$ cat src/rtl/mole_pkg.sv
// Shared definitions for the mole game: slot count, slot type, judge FSM
// states, score limit and the two-digit BCD score arithmetic.
package mole_pkg;

  localparam int unsigned NUM_SLOTS     = 3;
  localparam logic [7:0]  SCORE_MAX_BCD = 8'h99;

  typedef logic [1:0] slot_t;

  typedef enum logic [1:0] {
    IDLE   = 2'd0,
    WAIT   = 2'd1,
    ARMED  = 2'd2,
    LOCKED = 2'd3
  } judge_state_t;

  // Two-digit BCD increment, saturating at 99.
  function automatic logic [7:0] bcd_inc(input logic [7:0] s);
    logic [7:0] r;
    if (s == SCORE_MAX_BCD)  r = s;
    else if (s[3:0] == 4'd9) r = {s[7:4] + 4'd1, 4'd0};
    else                     r = {s[7:4], s[3:0] + 4'd1};
    return r;
  endfunction

  // Two-digit BCD decrement with tens borrow, floored at 00.
  function automatic logic [7:0] bcd_dec(input logic [7:0] s);
    logic [7:0] r;
    if (s == 8'h00)          r = s;
    else if (s[3:0] == 4'd0) r = {s[7:4] - 4'd1, 4'd9};
    else                     r = {s[7:4], s[3:0] - 4'd1};
    return r;
  endfunction

endpackage

$ cat src/rtl/key_debouncer.sv
// Conditions one raw active-low push-button: 2-flop synchronizer, stable-level
// debounce counter, and a one-cycle pulse on each released->pressed change.
// Ports:
//   clock, resetn  : clock and asynchronous active-low reset
//   key_n          : raw asynchronous key, 0 = pressed
//   press          : one-cycle pulse per accepted press
module key_debouncer #(
  parameter int unsigned DEBOUNCE_CYCLES = 500000
) (
  input  logic clock,
  input  logic resetn,
  input  logic key_n,
  output logic press
);

  localparam int unsigned      CNT_W    = $clog2(DEBOUNCE_CYCLES + 1);
  localparam logic [CNT_W-1:0] CNT_LAST = CNT_W'(DEBOUNCE_CYCLES - 1);

  logic             sync1;
  logic             sync2;
  logic             level;
  logic             level_d;
  logic [CNT_W-1:0] cnt;

  // Synchronizer; idles at released.
  always_ff @(posedge clock or negedge resetn) begin
    if (!resetn) begin
      sync1 <= 1'b1;
      sync2 <= 1'b1;
    end else begin
      sync1 <= key_n;
      sync2 <= sync1;
    end
  end

  // Debounced level follows the synchronized level only after it has
  // differed for DEBOUNCE_CYCLES consecutive samples.
  always_ff @(posedge clock or negedge resetn) begin
    if (!resetn) begin
      level <= 1'b1;
      cnt   <= '0;
    end else if (sync2 == level) begin
      cnt <= '0;
    end else if (cnt == CNT_LAST) begin
      level <= sync2;
      cnt   <= '0;
    end else begin
      cnt <= cnt + CNT_W'(1);
    end
  end

  // Falling edge of the debounced level is a press.
  always_ff @(posedge clock or negedge resetn) begin
    if (!resetn) begin
      level_d <= 1'b1;
      press   <= 1'b0;
    end else begin
      level_d <= level;
      press   <= level_d & ~level;
    end
  end

endmodule

$ cat src/rtl/hit_judge.sv
// Player-side responder of the mole display protocol: judges conditioned key
// presses against the visible mole, pulses turnoff/hit on a correct hit or
// miss on a wrong one, and keeps a two-digit BCD score.
// Optional feature macro: HIT_JUDGE_MISS_PENALTY_EN -- each miss decrements
// the score (floor 00) and a single press with no mole up also counts as a miss.
// Ports:
//   clock, resetn         : clock and asynchronous active-low reset
//   game                  : run level; 0 idles the judge and clears the score
//   key_n[2:0]            : raw active-low keys, bit i = slot i
//   mole_valid, mole_slot : visible mole from the display controller
//   turnoff, hit, miss    : registered one-cycle pulses
//   score[7:0]            : BCD score, tens in [7:4], units in [3:0]
module hit_judge
  import mole_pkg::*;
#(
  parameter int unsigned DEBOUNCE_CYCLES = 500000
) (
  input  logic       clock,
  input  logic       resetn,
  input  logic       game,
  input  logic [2:0] key_n,
  input  logic       mole_valid,
  input  logic [1:0] mole_slot,
  output logic       turnoff,
  output logic       hit,
  output logic       miss,
  output logic [7:0] score
);

  logic [NUM_SLOTS-1:0] press;
  logic [NUM_SLOTS-1:0] slot_mask;
  slot_t                slot;
  logic                 mole_up;

  judge_state_t state;
  judge_state_t state_nxt;
  logic         hit_nxt;
  logic         miss_nxt;
  logic [7:0]   score_nxt;

  // One conditioner per key.
  for (genvar i = 0; i < NUM_SLOTS; i++) begin : g_key
    key_debouncer #(
      .DEBOUNCE_CYCLES(DEBOUNCE_CYCLES)
    ) u_key (
      .clock (clock),
      .resetn(resetn),
      .key_n (key_n[i]),
      .press (press[i])
    );
  end

  // Slot 3 decodes to an empty mask, so it never matches and counts as no mole.
  assign slot      = slot_t'(mole_slot);
  assign slot_mask = NUM_SLOTS'(1) << slot;
  assign mole_up   = mole_valid && (slot != slot_t'(3));

  // Next state, pulses and score.
  always_comb begin
    state_nxt = state;
    hit_nxt   = 1'b0;
    miss_nxt  = 1'b0;
    score_nxt = score;
    case (state)
      IDLE: begin
        score_nxt = '0;
        state_nxt = WAIT;
      end
      WAIT: begin
`ifdef HIT_JUDGE_MISS_PENALTY_EN
        if ($onehot(press)) begin
          miss_nxt  = 1'b1;
          score_nxt = bcd_dec(score);
        end
`endif
        if (mole_up) state_nxt = ARMED;
      end
      ARMED: begin
        // A vanishing mole wins over any same-cycle press.
        if (!mole_up) begin
          state_nxt = WAIT;
        end else if (press == slot_mask) begin
          hit_nxt   = 1'b1;
          score_nxt = bcd_inc(score);
          state_nxt = LOCKED;
        end else if (|press) begin
          miss_nxt = 1'b1;
`ifdef HIT_JUDGE_MISS_PENALTY_EN
          score_nxt = bcd_dec(score);
`endif
        end
      end
      LOCKED: begin
        if (!mole_up) state_nxt = WAIT;
      end
      default: state_nxt = IDLE;
    endcase
    if (!game) begin
      state_nxt = IDLE;
      hit_nxt   = 1'b0;
      miss_nxt  = 1'b0;
      score_nxt = '0;
    end
  end

  // State and registered outputs.
  always_ff @(posedge clock or negedge resetn) begin
    if (!resetn) begin
      state   <= IDLE;
      turnoff <= 1'b0;
      hit     <= 1'b0;
      miss    <= 1'b0;
      score   <= '0;
    end else begin
      state   <= state_nxt;
      turnoff <= hit_nxt;
      hit     <= hit_nxt;
      miss    <= miss_nxt;
      score   <= score_nxt;
    end
  end

endmodule

$ cat config.mk
export PLATFORM = sky130hd
export DESIGN_NAME = hit_judge
export DESIGN_NICKNAME = d
export VERILOG_FILES = /design/src/rtl/mole_pkg.sv /design/src/rtl/key_debouncer.sv /design/src/rtl/hit_judge.sv
export SDC_FILE = /design/constraint.sdc
export NUM_CORES = 1
export LEC_CHECK = 0
export BUFFER_PORTS_ARGS = -buffer_cell sky130_fd_sc_hd__buf_4
export CAP_MARGIN = 20
export CORE_MARGIN = 2
export CORE_UTILIZATION = 61
export CTS_CLUSTER_SIZE = 28
export DETAILED_ROUTE_END_ITERATION = 7
export GPL_TIMING_DRIVEN = 1
export PLACE_DENSITY_LB_ADDON = 0.3
export SLEW_MARGIN = 20
export SYNTH_ARGS = -nofsm -noshare
export SYNTH_HDL_FRONTEND = slang
export SYNTH_SLANG_ARGS = --single-unit
$ cat constraint.sdc
create_clock -name clock -period 2.21 [get_ports clock]
set_input_delay 0.442 -clock clock [delete_from_list [all_inputs] [get_ports clock]]
set_output_delay 0.442 -clock clock [all_outputs]
set_load 0.02 [all_outputs]
* After elaboration in Yosys (flattened, before gate mapping)
Cells that the tools add are included.
Storage, ports and cells: bits of input ports 9, register bits after elaboration 84
Cells by class: equal/unequal tests 21, reduce and logical (&&, ||, !) cells 9, multiplexer cells 27, shifts and indexed selects 1, $add $sub $neg 5, bitwise logic cells 9
Operator list (number):
- $mux 19 | 6
- $add 19x1->19 const B | 3
- $eq 19x19->1 const B | 3
- $mux 8 | 5
- $ne 3x3->1 const B | 6
- $pmux 8 s2 | 1
- $mux 2 | 5
- $mux 1 | 9
- $add 4x1->4 const B | 2
- $eq 8x8->1 const B | 1
- $pmux 2 s4 | 1
- $not 1->1 | 6
- $reduce_and 2->1 | 3
- $reduce_and 5->1 | 1
- $eq 2x2->1 const B | 2
- $eq 4x4->1 const B | 1
- $ne 4x4->1 const B | 1
- $reduce_and 4->1 | 1
- $and 1x1->1 | 3
- $eq 1x1->1 | 3
- $eq 3x3->1 | 1
- $ne 3x1->1 const B | 1
- $reduce_and 3->1 | 1
- $reduce_or 3->1 | 1
- 5 further kinds | 5

* Longest topological paths before layout
depth after elaboration 7, depth in mapped cells 8, mapped depth without buffers 7

* Hierarchy
Synthesis repeated with hierarchy kept, for this count alone.
Unflattened totals: cell total of the unflattened synthesis 417, area total of the unflattened synthesis 4301.6 um^2
By module, submodules not included:
- key_debouncer | cells each 108, area each 1141.1 um^2, instances 3
- hit_judge | cells each 93, area each 878.3 um^2, instances 1

* Worst setup path before layout
Ideal clock, no wire load.
path kind reg-to-reg, start register state[0], end register score[2], path slack 0.374 ns, period minus slack after synthesis 1.836 ns, required time 2.128 ns, arrival 1.754 ns, stages on the path, launching flop included 9, buffers on the path 1, path through dfrtp_1 inv_1 ha_1 buf_4 and4bb_2 nand4b_2 and3_4 or3_4 o22ai_1
Between the ends: word-level cells in the longest chain between the ends 3, elaborated cells between the ends (all ways) 9
RTL lines:
- start, declared | RTL line hit_judge.sv:35 | judge_state_t state;
- start signal, assigned | RTL line hit_judge.sv:115 | state <= state_nxt;
- $eq 2x2->1 / $logic_not 2->1 (equally long branches) | RTL line hit_judge.sv:64 | case (state)
- $ne 3x1->1 (no line) (tied with other cells)
- $reduce_and 4->1 (no line) / $mux 8 (equally long branches)
- end signal, assigned | RTL line hit_judge.sv:119 | score <= score_nxt;
- end, declared | RTL line hit_judge.sv:27 | output logic [7:0] score
Parallel ways exist; a longest one is shown, timed or not. A chain may end at the register's enable or synchronous reset.

* Worst setup path in the final report
start register state[0], end register score[5]
Between the ends: word-level cells in the longest chain between the ends 3, elaborated cells between the ends (all ways) 10
RTL lines (RTL line):
- $eq 2x2->1 / $logic_not 2->1 (equally long branches) | hit_judge.sv:64
- $ne 3x1->1 (no line) (tied with other cells)
- $reduce_and 5->1 (no line) / $mux 8 (equally long branches)
Parallel ways exist; a longest one is shown, timed or not.

==> results.tsv <==
stage	metric	value	unit
worst_setup_path	cp-start-kind	register	
timing	setup_tns	0	ps
worst_setup_path	worstPathCellList	inv_1 -> ha_1 -> and4bb_2 -> nand4b_2 -> a211o_2 -> o41ai_1	
pwr	p_per_area	622	nW/um2
timing	finalSetupViolCount	0	
floorplanning	die_w	86.1	um
cells_and_area	diodes	0	
worst_setup_path	crit_fanout	7	
timing	slew_violations	0	
synthesis	syn_area	4110	um2
timing	slew_headroom	0.689	
timing	rsz0062_at_grt	no	
timing	period_needed	1860	ps
synthesis	yosys_register_bits	84	
clock_tree	cts_root_buffer	clkbuf_8	
worst_setup_path	cp.arrival	2090	ps
pwr	vdd_drop_max	0.000615	V
timing	finClkSkew	7.84	ps
global_route	grt_start_max_net_pins	45	
flow_run	cap_violations	0	
synthesis	synth_edf_count	0	
cells_and_area	final_nets	450	
clock_tree	cts.clk_slew.worst_paths	80	ps
route	vias	2868	
placement	post-place-ws	386	ps
clock_tree	cts_num_sinks	84	
worst_setup_path	cp_slowest_cell	dfrtp_1	
outcome	status	complete, no violations	
timing	min_period_over_period	0.843	
worst_setup_path	reg2reg_setup_slack	350	ps
worst_setup_path	cp_data_required_time	2440	ps
route	dr.pass1.iters	4	
clock_tree	clkLatencyLatePin	350	ps
route	wl_per_cell	14.1	um
synthesis	synth.net_count	424	
synthesis	synth_ff_type	dfrtp_1	
worst_hold_path	hp-class	in2reg	
synthesis	synth_top_area_cell	dfrtp_1	
floorplanning	start_util	0.640	
synthesis	synth.distinct_cells	54	
synthesis	synthCells	404	
global_route	grt_pass1_vias	2730	
worst_setup_path	critPathKind	reg2reg	
clock_tree	cts_buffers	9	
route	via_per_inst	5.60	
floorplanning	rows	29	
synthesis	yosysTopAreaCellShare	0.438	
placement	io_buffers	19	
clock_tree	cts_tree	built	
placement	dp.cells	495	
cells_and_area	final_cells	512	
route	ant_nets	0	
synthesis	ys_top_cells_by_area	dfrtp_1 (44%), dfstp_2 (7.7%), xor2_1 (7.0%)	
route	drc	0	
timing	worst_slack	347	ps
placement	dp_hpwl	4.94	mm
worst_setup_path	max_stage_delay	400	ps
clock_tree	clock_path_buffers	2	
worst_setup_path	cp-end-kind	register	
floorplanning	ios	20	
global_route	grt-ovfl-total	0	
placement	place.gp.congestion	0.809	
timing	finalHoldViolCount	0	
clock_tree	cts_resized	0	
route	drtIter0Drc	112	
global_route	grt_pass1_wl	12.4	mm
pwr	p_leak	1.99	nW
floorplanning	die_area	7410	um2
route	wirelength	7.23	mm
synthesis	syn_avg_cell_area	10.2	um2
global_route	groute.usage.overall	0.212	
global_route	antenna_found_initial	0	
cells_and_area	area_growth	10.8	%
floorplanning	core	6420	um2
cells_and_area	drive_above_1_share	0.163	
cells_and_area	fin_util	0.709	
clock_tree	htree_num_levels	3	
synthesis	yosysWarnings	0	
pwr	power.total	2.83	mW
timing	fmax	0.537	GHz
synthesis	async_flop_share	1.00	
timing	worst_pin_slew	463	ps
floorplanning	die_y	86.1	um
synthesis	yosysSeqAreaShare	0.515	
logic make-up (layout without fill, tap and decap cells):
kind of cell / after synthesis / count (layout) / share of synthesized area
and+or+nand+nor: 201 / 201 / 0.249
muxes: 6 / 6 / 0.0155
buffers and inverters: 23 / 54 / 0.0262
xor gates and xnor gates: 56 / 56 / 0.119
adders and majority gates: 11 / 11 / 0.0335
AOI/OAI and AO/OA: 23 / 23 / 0.0414
DFF: 84 / 84 / 0.515
through the flow:
stage,instance area (um2),hold WS [ps]
after global placement,4340,347
final,4550,199
after global routing,4550,176
after detailed placement,4340,347
after floorplan,4110,146
after CTS,4550,174
critical path, delay by kind of cell (launching register included):
family	cells	cell delay [ps]
compound gates	2	680
fa+ha+maj	1	170
buf+inv	1	110
flops	1	400
simple gates	2	390
final timing paths:
kind                                      start                   end  depth (start not counted)
setup / recovery                       state[0]              score[5]                          6
hold / removal                         key_n[2]  g_key[2].u_key.sync1                          1
setup reg to reg                       state[0]              score[5]                          6
hold reg to reg            g_key[1].u_key.sync1  g_key[1].u_key.sync2                          0
max in group asynchronous                resetn  g_key[0].u_key.level                          3
min in group asynchronous                resetn              score[2]                          2
sequential cells by signal, indices dropped and copies added (netlist names):
signal	cells
g_key.u_key.cnt	57
g_key.u_key.level	3
g_key.u_key.level_d	3
g_key.u_key.press	3
g_key.u_key.sync1	3
g_key.u_key.sync2	3
hit	1
miss	1
score	8
state	2
routing by layer:
layer | wire length [um] | GRT usage | vias to the layer above
met5 | 0 | 0 | -
met4 | 128 | 0.0779 | 0
met3 | 248 | 0.0529 | 12
met2 | 3430 | 0.337 | 54
met1 | 3420 | 0.283 | 1378
li1 | - | - | 1424
what timing repair did:
| action | CTS | global route |
|---|---|---|
| hold buffers | 1 | 0 |
| setup buffers | 0 | 0 |
| endpoints found under the hold margin | 20 | 0 |
layout make-up:
class / instances / area [um2]
Sequential cell: 84 / 2120
Multi-Input combinational cell: 297 / 1890
Fill cell: 453 / 1870
Timing Repair Buffer: 25 / 203
Clock buffer: 12 / 155
Tap cell: 77 / 96.3
Inverter: 13 / 48.8
Clock inverter: 4 / 47.5
cells in the final DEF (no fill, tap or decap), types with 3 or more instances in the layout:
| master | instances |
|---|---|
| dfstp_2 | 12 |
| and2_1 | 3 |
| dfrtp_1 | 72 |
| a21oi_1 | 6 |
| xor2_1 | 33 |
| nor2b_1 | 3 |
| mux2_2 | 3 |
| nor2_1 | 75 |
| xnor2_1 | 23 |
| nand2_1 | 31 |
| nand4_1 | 10 |
| nor3_1 | 10 |
| and3_1 | 6 |
| buf_4 | 23 |
| mux2i_1 | 3 |
| ha_1 | 11 |
| or2_2 | 4 |
| clkbuf_8 | 11 |
| nor4_1 | 4 |
| inv_1 | 13 |
| and4_1 | 5 |
| nand3_1 | 30 |
Yosys cell counts, drive strengths merged (2+ instances only):
cell     n
clkbuf   2
o22ai    2
and4     5
o21ai    2
nor2b    3
nor4b    2
a32oi    2
nand4   10
xor2    33
xnor2   23
ha      11
and2     3
nand4b   2
nor4     5
nor2    75
mux2     3
dfrtp   72
a21oi    6
or2      4
nor3    12
and3     7
nor3b    2
nand3   30
a31o     2
mux2i    3
or3      2
inv     13
nand2   31
buf      8
dfstp   12
nand3b   2
power by group:
group          total, mW  internal [mW]  leakage (nW)  switching [mW]
Clock               1.10          0.581         0.102           0.523
Combinational      0.149         0.0554         0.762          0.0931
Sequential          1.58           1.56          1.12          0.0191
Power figures use the tool's default switching activity.
